File: config.mk
export PLATFORM = sky130hd
export DESIGN_NAME = bram_seq_writer
export DESIGN_NICKNAME = d
export VERILOG_FILES = /design/src/rtl/bram_seq_writer.sv
export SDC_FILE = /design/constraint.sdc
export NUM_CORES = 1
export LEC_CHECK = 0
export CORE_MARGIN = 5
export CORE_UTILIZATION = 57
export DETAILED_ROUTE_END_ITERATION = 10
export GPL_TIMING_DRIVEN = 0
export PLACE_DENSITY = 0.83
export SETUP_SLACK_MARGIN = 0.1
export SYNTH_ARGS = -nofsm -noshare
export SYNTH_HDL_FRONTEND = slang
export SYNTH_SLANG_ARGS = --single-unit
File: constraint.sdc
create_clock -name clk -period 2.8 [get_ports clk]
set_clock_uncertainty 0.15 [all_clocks]
set_input_delay 0.56 -clock clk [delete_from_list [all_inputs] [get_ports clk]]
set_output_delay 0.56 -clock clk [all_outputs]
set_load 0.02 [all_outputs]
File: src/rtl/bram_seq_writer.sv
// Byte-wide block-RAM store with a sequential stream loader, a constant-pattern fill
// engine and a registered read-first read port.
module bram_seq_writer #(
   parameter int                DATA_W     = 8,
   parameter int                DEPTH      = 9,
   parameter int                ADDR_W     = 4,
   parameter logic [DATA_W-1:0] FILL_VALUE = 8'h01
) (
   input  logic              clk,
   input  logic              rst_n,
   input  logic              start_fill,
   input  logic              start_wr,
   input  logic              abort,
   input  logic              in_valid,
   input  logic [DATA_W-1:0] in_data,
   output logic              in_ready,
   output logic              busy,
   output logic              done,
   output logic [ADDR_W-1:0] wr_count,
   input  logic              rd_en,
   input  logic [ADDR_W-1:0] rd_addr,
   output logic [DATA_W-1:0] data_out,
   output logic              valid_out
);

   typedef enum logic [1:0] {
      ST_IDLE  = 2'd0,
      ST_FILL  = 2'd1,
      ST_WRITE = 2'd2,
      ST_DONE  = 2'd3
   } state_t;

   localparam logic [ADDR_W-1:0] LAST_ADDR = ADDR_W'(DEPTH - 1);
   localparam logic [ADDR_W-1:0] NUM_WORDS = ADDR_W'(DEPTH);
   localparam logic [ADDR_W-1:0] ONE       = ADDR_W'(1);

   logic [DATA_W-1:0] mem [DEPTH];

   state_t            state_q, state_d;
   logic [ADDR_W-1:0] wr_ptr_q, wr_ptr_d;
   logic [ADDR_W-1:0] wr_count_q, wr_count_d;
   logic              busy_q, busy_d;
   logic              done_q, done_d;
   logic [DATA_W-1:0] data_out_q, data_out_d;
   logic              valid_out_q, valid_out_d;

   logic              handshake;
   logic              mem_we;
   logic [ADDR_W-1:0] mem_waddr;
   logic [DATA_W-1:0] mem_wdata;

   assign in_ready  = (state_q == ST_WRITE);
   assign handshake = in_valid & in_ready;

   always_comb begin
      // NOTE: every signal gets a default before the case so no path can infer a latch.
      state_d    = state_q;
      wr_ptr_d   = wr_ptr_q;
      wr_count_d = wr_count_q;
      done_d     = done_q;
      mem_we     = 1'b0;
      mem_waddr  = wr_ptr_q;
      mem_wdata  = FILL_VALUE;

      unique case (state_q)
         ST_IDLE, ST_DONE: begin
            // A simultaneous fill request takes priority over a streamed load.
            if (start_fill) begin
               state_d  = ST_FILL;
               wr_ptr_d = '0;
               done_d   = 1'b0;
            end else if (start_wr) begin
               state_d    = ST_WRITE;
               wr_ptr_d   = '0;
               wr_count_d = '0;
               done_d     = 1'b0;
            end
         end

         ST_FILL: begin
            mem_we   = 1'b1;
            wr_ptr_d = wr_ptr_q + ONE;
            if (wr_ptr_q == LAST_ADDR) begin
               state_d = ST_IDLE;
            end
         end

         ST_WRITE: begin
            if (handshake) begin
               mem_we     = 1'b1;
               mem_wdata  = in_data;
               wr_ptr_d   = wr_ptr_q + ONE;
               wr_count_d = wr_count_q + ONE;
               if (wr_ptr_q == LAST_ADDR) begin
                  state_d = ST_DONE;
                  done_d  = 1'b1;
               end
            end
            // An abort still lets a same-cycle word land, then drops the load.
            if (abort) begin
               state_d = ST_IDLE;
               done_d  = 1'b0;
            end
         end

         default: begin
            state_d = ST_IDLE;
         end
      endcase

      busy_d = (state_d == ST_FILL) || (state_d == ST_WRITE);
   end

   always_comb begin
      valid_out_d = rd_en;
      data_out_d  = data_out_q;
      if (rd_en) begin
         data_out_d = (rd_addr < NUM_WORDS) ? mem[rd_addr] : '0;
      end
   end

   // NOTE: sequential state uses non-blocking assignments so every flop samples pre-edge values.
   always_ff @(posedge clk or negedge rst_n) begin
      if (!rst_n) begin
         state_q     <= ST_IDLE;
         wr_ptr_q    <= '0;
         wr_count_q  <= '0;
         busy_q      <= 1'b0;
         done_q      <= 1'b0;
         data_out_q  <= '0;
         valid_out_q <= 1'b0;
      end else begin
         state_q     <= state_d;
         wr_ptr_q    <= wr_ptr_d;
         wr_count_q  <= wr_count_d;
         busy_q      <= busy_d;
         done_q      <= done_d;
         data_out_q  <= data_out_d;
         valid_out_q <= valid_out_d;
      end
   end

   // NOTE: the array has no reset so it maps onto block RAM; contents survive rst_n.
   always_ff @(posedge clk) begin
      if (mem_we) begin
         mem[mem_waddr] <= mem_wdata;
      end
   end

   assign busy      = busy_q;
   assign done      = done_q;
   assign wr_count  = wr_count_q;
   assign data_out  = data_out_q;
   assign valid_out = valid_out_q;

endmodule

---- After elaboration in Yosys (flattened, before gate mapping) ----
Memories as Yosys holds them, arrays and structs flattened.
Index checks and enable logic that the tools add are counted.
operators by class
  multipliers ............................. 0
  divide/modulo/power cells ............... 0
  shift operators ......................... 0
  add/subtract/negate cells ............... 2
  bitwise logic cells ..................... 1
  eq/ne operators ......................... 12
  multiplexer cells ....................... 27
  $lt $le $gt $ge ......................... 1
  reduce and logical (&&, ||, !) cells .... 7
operators with widths
  cell                                                                   number
  8-bit 2-to-1 mux                                                       3
  4-bit 2-to-1 mux                                                       5
  2-bit 2-to-1 mux                                                       6
  4-bit one-hot mux with 3 select lines                                  1
  4-bit by 1-bit adder with 4-bit output, second input constant          2
  1-bit 2-to-1 mux                                                       8
  4-bit one-hot mux with 2 select lines                                  1
  4-bit AND reduction                                                    2
  2-bit equality test, second input constant                             3
  3-bit by 2-bit != test with 1-bit output, second input constant        2
  2-bit one-hot mux with 3 select lines                                  1
  2-bit by 1-bit equality test with 1-bit output, second input constant  2
  4-bit equality test, second input constant                             1
  4-bit less-than comparator, second input constant                      1
  2-bit != test, second input constant                                   2
  1-bit one-hot mux with 2 select lines                                  2
  3-bit != test, second input constant                                   1
  2-bit zero test                                                        1
  2-bit by 1-bit != test with 1-bit output, second input constant        1
  2-bit AND reduction                                                    1
  2-bit nonzero test                                                     1
  2-bit OR reduction                                                     1
  1-bit AND                                                              1
  1-bit logical OR                                                       1
storage, ports and cells
  memories ................................ 1
  bits in registers ....................... 21
  logic and storage cells ................. 58
  output and inout port bits .............. 16
  latch bits .............................. 0
  ROM bits ................................ 0
  memory bits (writable) .................. 72
  input port bits ......................... 19
memories
  memory  words  bits a word  read ports  clocked after memory_dff  write ports  RTL line  source
  mem     9      8            1           0                         1            37        logic [DATA_W-1:0] mem [DEPTH];

---- Depth between registers and ports, before layout ----
  word-level depth ........................ 7
  depth in mapped cells ................... 8

---- Worst setup path after synthesis ----
OpenSTA, ideal clock, no wires.
  path type ............................... register to register
  start ................................... register state_q[0]
  end ..................................... memory mem[8][0], enable pin
  setup slack ............................. 627 ps
  path buffers ............................ 2
  data arrival time ....................... 1640 ps
  library setup time ...................... 383 ps
  cell stages (with the launch flop) ...... 6
  path through ............................ dfrtp_1 > inv_1 > ha_1 > buf_2 > buf_2 > nor3_1
on the way
  cells in the longest elaborated chain, start to end .. 6
  elaborated cells on any way between the ends .. 7
  classes of those cells .................. eq/ne: 2; mux: 4; bitwise: 1
RTL lines
  what                                        RTL line  source
  from (decl)                                 39        state_t state_q, state_d;
  from (signal assigned)                      133       state_q <= state_d;
  2-bit equality test                         52, 65
  1-bit AND                                   53        assign handshake = in_valid & in_ready;
  1-bit 2-to-1 mux                            89        if (handshake) begin
  1-bit one-hot mux with 2 select lines (*)   65        unique case (state_q)
  1-bit 2-to-1 mux (*)                        145       if (mem_we) begin
  1-bit 2-to-1 mux (not written as such) (*)  146       mem[mem_waddr] <= mem_wdata;
  to (decl)                                   37
Mark *: on every way between the ends. The rest lies on a longest branch, timed or not.

---- Worst setup path in the final report ----
  start ................................... register state_q[0]
  end ..................................... output port in_ready
on the way
  cells in the longest elaborated chain, start to end .. 1
RTL lines
  what                 RTL line  source
  2-bit equality test  52        assign in_ready = (state_q == ST_WRITE);
  to (decl)            16        output logic in_ready,
No other way between the ends.

==> flow_summary.toml <==
[synth]
syn_area_um2 = 3950
yosys_warnings = 0
synth-compound-area-share = 0.0595
yosys.area_share.simple = 0.0892
ys_seq_elements = 93
yosysSeqAreaShare = 0.680
synth_edf_count = 72
synth.area.top_cells = "edfxtp_1 55%, dfrtp_1 13%, mux4_2 5.1%"
ys_types = 42
synth_xor_area_frac = 0.00222
yosysTopAreaCell = "edfxtp_1"
synth_mux_area_frac = 0.124
synth-adder-area-share = 0.0222
synthCells = 238
syn_area_per_cell_um2 = 16.6
yosysTopAreaCellShare = 0.547
synth_top_family_by_area = "multiplexers"
synthesis.nets = 264
async_flop_share = 0.226
synth_ff_type = "edfxtp_1"

[timing]
period_share = 0.916
hold_violations = 0
setup-tns-final_ns = 0
tightestPinTransition_ns = 1.11
fmax_mhz = 390
finalSetupViolations = 0
rsz0062_at_grt = "no"
slew_headroom = 0.260
slew_violations = 0
finalCriticalPeriod_ns = 2.56

[die]
initial_core_util = 0.585
coreArea_um2 = 6760
io_pins = 35
die_y_um = 93.3
rows = 30
dieArea_um2 = 8700
fp.dieW_um = 93.3

[critical_path]
setup.worst_path.start_class = "flop"
critical-path-slowest-cell = "clkdlybuf4s50_1"
reg2regPathDepth = 6
crit_chain = "inv_1 -> ha_1 -> clkdlybuf4s50_1"
crit_buf_inv = 2
crit_type = "flop to output port"
rrSetupSlack_ns = 0.36
worst_r2r_endpoint = "mem[6][3]"
r2r_start = "state_q[0]"
end_kind = "output port"
slowest_delay_ns = 0.67
crit_arrival_ns = 1.85
startpoint = "state_q[0]"
path_delay_family = "buffers and inverters"
cp_max_fo = 9
crit_required_ns = 2.09

[route]
top_layer = "met4"
wl_met1_um = 2890
vias_per_cell = 5.98
drt_iter0_drc = 111
drt-wirelength-per-cell_um = 20.7
drt-pass1-iter-count = 5
drt-total-wl_um = 7590
met3WireLength_um = 504
wl_met2_um = 4140
vias = 2187
route.detailed.drc = 0
ant_nets = 0

[power]
power_density_nw_per_um2 = 727
finalPower_mw = 3.32
vdd.ir_drop.worst_mv = 0.493
leakage_nw = 1.68

[placement]
routabilityCongestion = 0.756
dp.cells = 350
placed_area_um2 = 4370
portBuffers = 32
dp.final_hpwl_um = 5250

[cts]
cts_tree = "yes"
htreeDepth = 3
ctsLongestPathBuffers = 2
cts_sinks = 93
root_buffer = "clkbuf_8"
clk_pin_slew_ns = 0.09
cts_made_buffers = 9
clk_latency_ns = 0.35
hold_buffers = 0

[cells_and_area]
fin_cells = 366
design_area_um2 = 4560
diodes = 0
areaGrowthSynthToFinish_pct = 15.4
multi_input_area_um2 = 1190
num-nets-final = 307
nFillCells = 437
ff_latch_area_um2 = 2690
layout-drive-gt1-share = 0.154

[worst_hold_path]
hold_path_end = "data_out[7]"
hp-class = "flop to flop"
whs_path_depth = 2
hold_start = "mem[8][7]"

[global_route]
grt_pass1_vias = 2247
grt_max_degree = 22
grt_usage = 0.189
grt_first_pass_wirelength_um = 12000
antenna_found_initial = 0
grt_overflow = 0

[outcome]
status = "complete, no violations"

[job]
cap_violations = 0
==> sequential cells by signal (all words and copies together), names as in the netlist <==
register / count
state_q: 2
data_out: 8
mem: 72
done: 1
valid_out: 1
wr_count: 4
mem_waddr: 4
busy: 1
==> routing by layer <==
metal,track usage,vias to the layer above
met5,0,-
met4,0.0623,0
met3,0.0306,7
met2,0.337,68
met1,0.235,1098
li1,-,1014
==> worst max path at each step <==
stage,endpoint,slack [ns],depth (start not counted)
6_report,in_ready,0.24,3
5_1_grt,in_ready,0.13,3
4_1_cts,in_ready,0.22,3
3_5_place_dp,mem[8][4],0.05,5
3_3_place_gp,mem[8][4],0.09,5
2_1_floorplan,mem[8][0],0.63,5
==> layout by cell type, fill, tap and decap left out, types with 4 or more instances in the layout <==
master and instances:
a21oi_1 15, a22o_1 5, and2_1 4, and2_2 4, and3_1 7, buf_2 5
clkbuf_8 9, clkdlybuf4s50_1 32, dfrtp_1 21, edfxtp_1 72, ha_1 7, inv_1 7
mux2i_1 8, mux4_1 7, mux4_2 9, nand2_1 7, nor2b_1 11, o21ai_0 13
==> cell usage after synthesis (3+ instances only) <==
cell,n
inv_1,7
and2_1,8
and3_1,7
nor2b_1,11
a22o_1,5
edfxtp_1,72
dfrtp_1,21
nand2_1,7
a21oi_1,15
nor3_1,3
nand2b_1,3
nor2_1,3
o21ai_0,13
mux2i_1,8
ha_1,7
buf_2,5
mux4_2,9
mux4_1,7
==> worst min-delay path: cells and delay by family (launching register included) <==
kind / cells / cell delay, ns
flops: 1 / 0.33
compound gates: 2 / 0.11
==> repair_timing <==
action | in CTS | in global routing
endpoints found under the setup margin | 8 | 32
buffers inserted | 0 | 0
gates resized for setup | 1 | 4
==> layout make-up <==
type,instances,area share
Buffer,9,0.0140
Multi-Input combinational cell,129,0.260
Inverter,7,0.00576
Sequential cell,93,0.589
Clock buffer,9,0.0271
Clock inverter,7,0.0121
Timing Repair Buffer,32,0.0702
Tap cell,80,0.0219
==> metrics by stage <==
stage               utilization  hold slack (ns)  setup WS (ns)
floorplan                     -            0.114          0.627
finish                    0.675            0.324          0.236
CTS                       0.675            0.324          0.218
global placement          0.647            0.297         0.0944
global route              0.675            0.352          0.132
detailed placement        0.647            0.303         0.0459
==> kinds of logic (layout without fill, tap and decap cells) <==
kind of cell | Yosys count | after routing
AND/OR/NAND/NOR | 55 | 55
buffers and inverters | 16 | 64
multiplexers | 26 | 26
XOR/XNOR | 1 | 1
AO/OA/AOI/OAI | 40 | 40
adder cells (fa/ha/maj) | 7 | 7
flip-flops | 93 | 93
==> where the power goes <==
| part | total (mW) | switching [mW] | internal (mW) |
|---|---|---|---|
| sequential | 1.72 | 0.0737 | 1.64 |
| combinational | 0.783 | 0.441 | 0.342 |
| clock | 0.817 | 0.482 | 0.335 |
No activity file was read; power rests on OpenSTA's default activity.
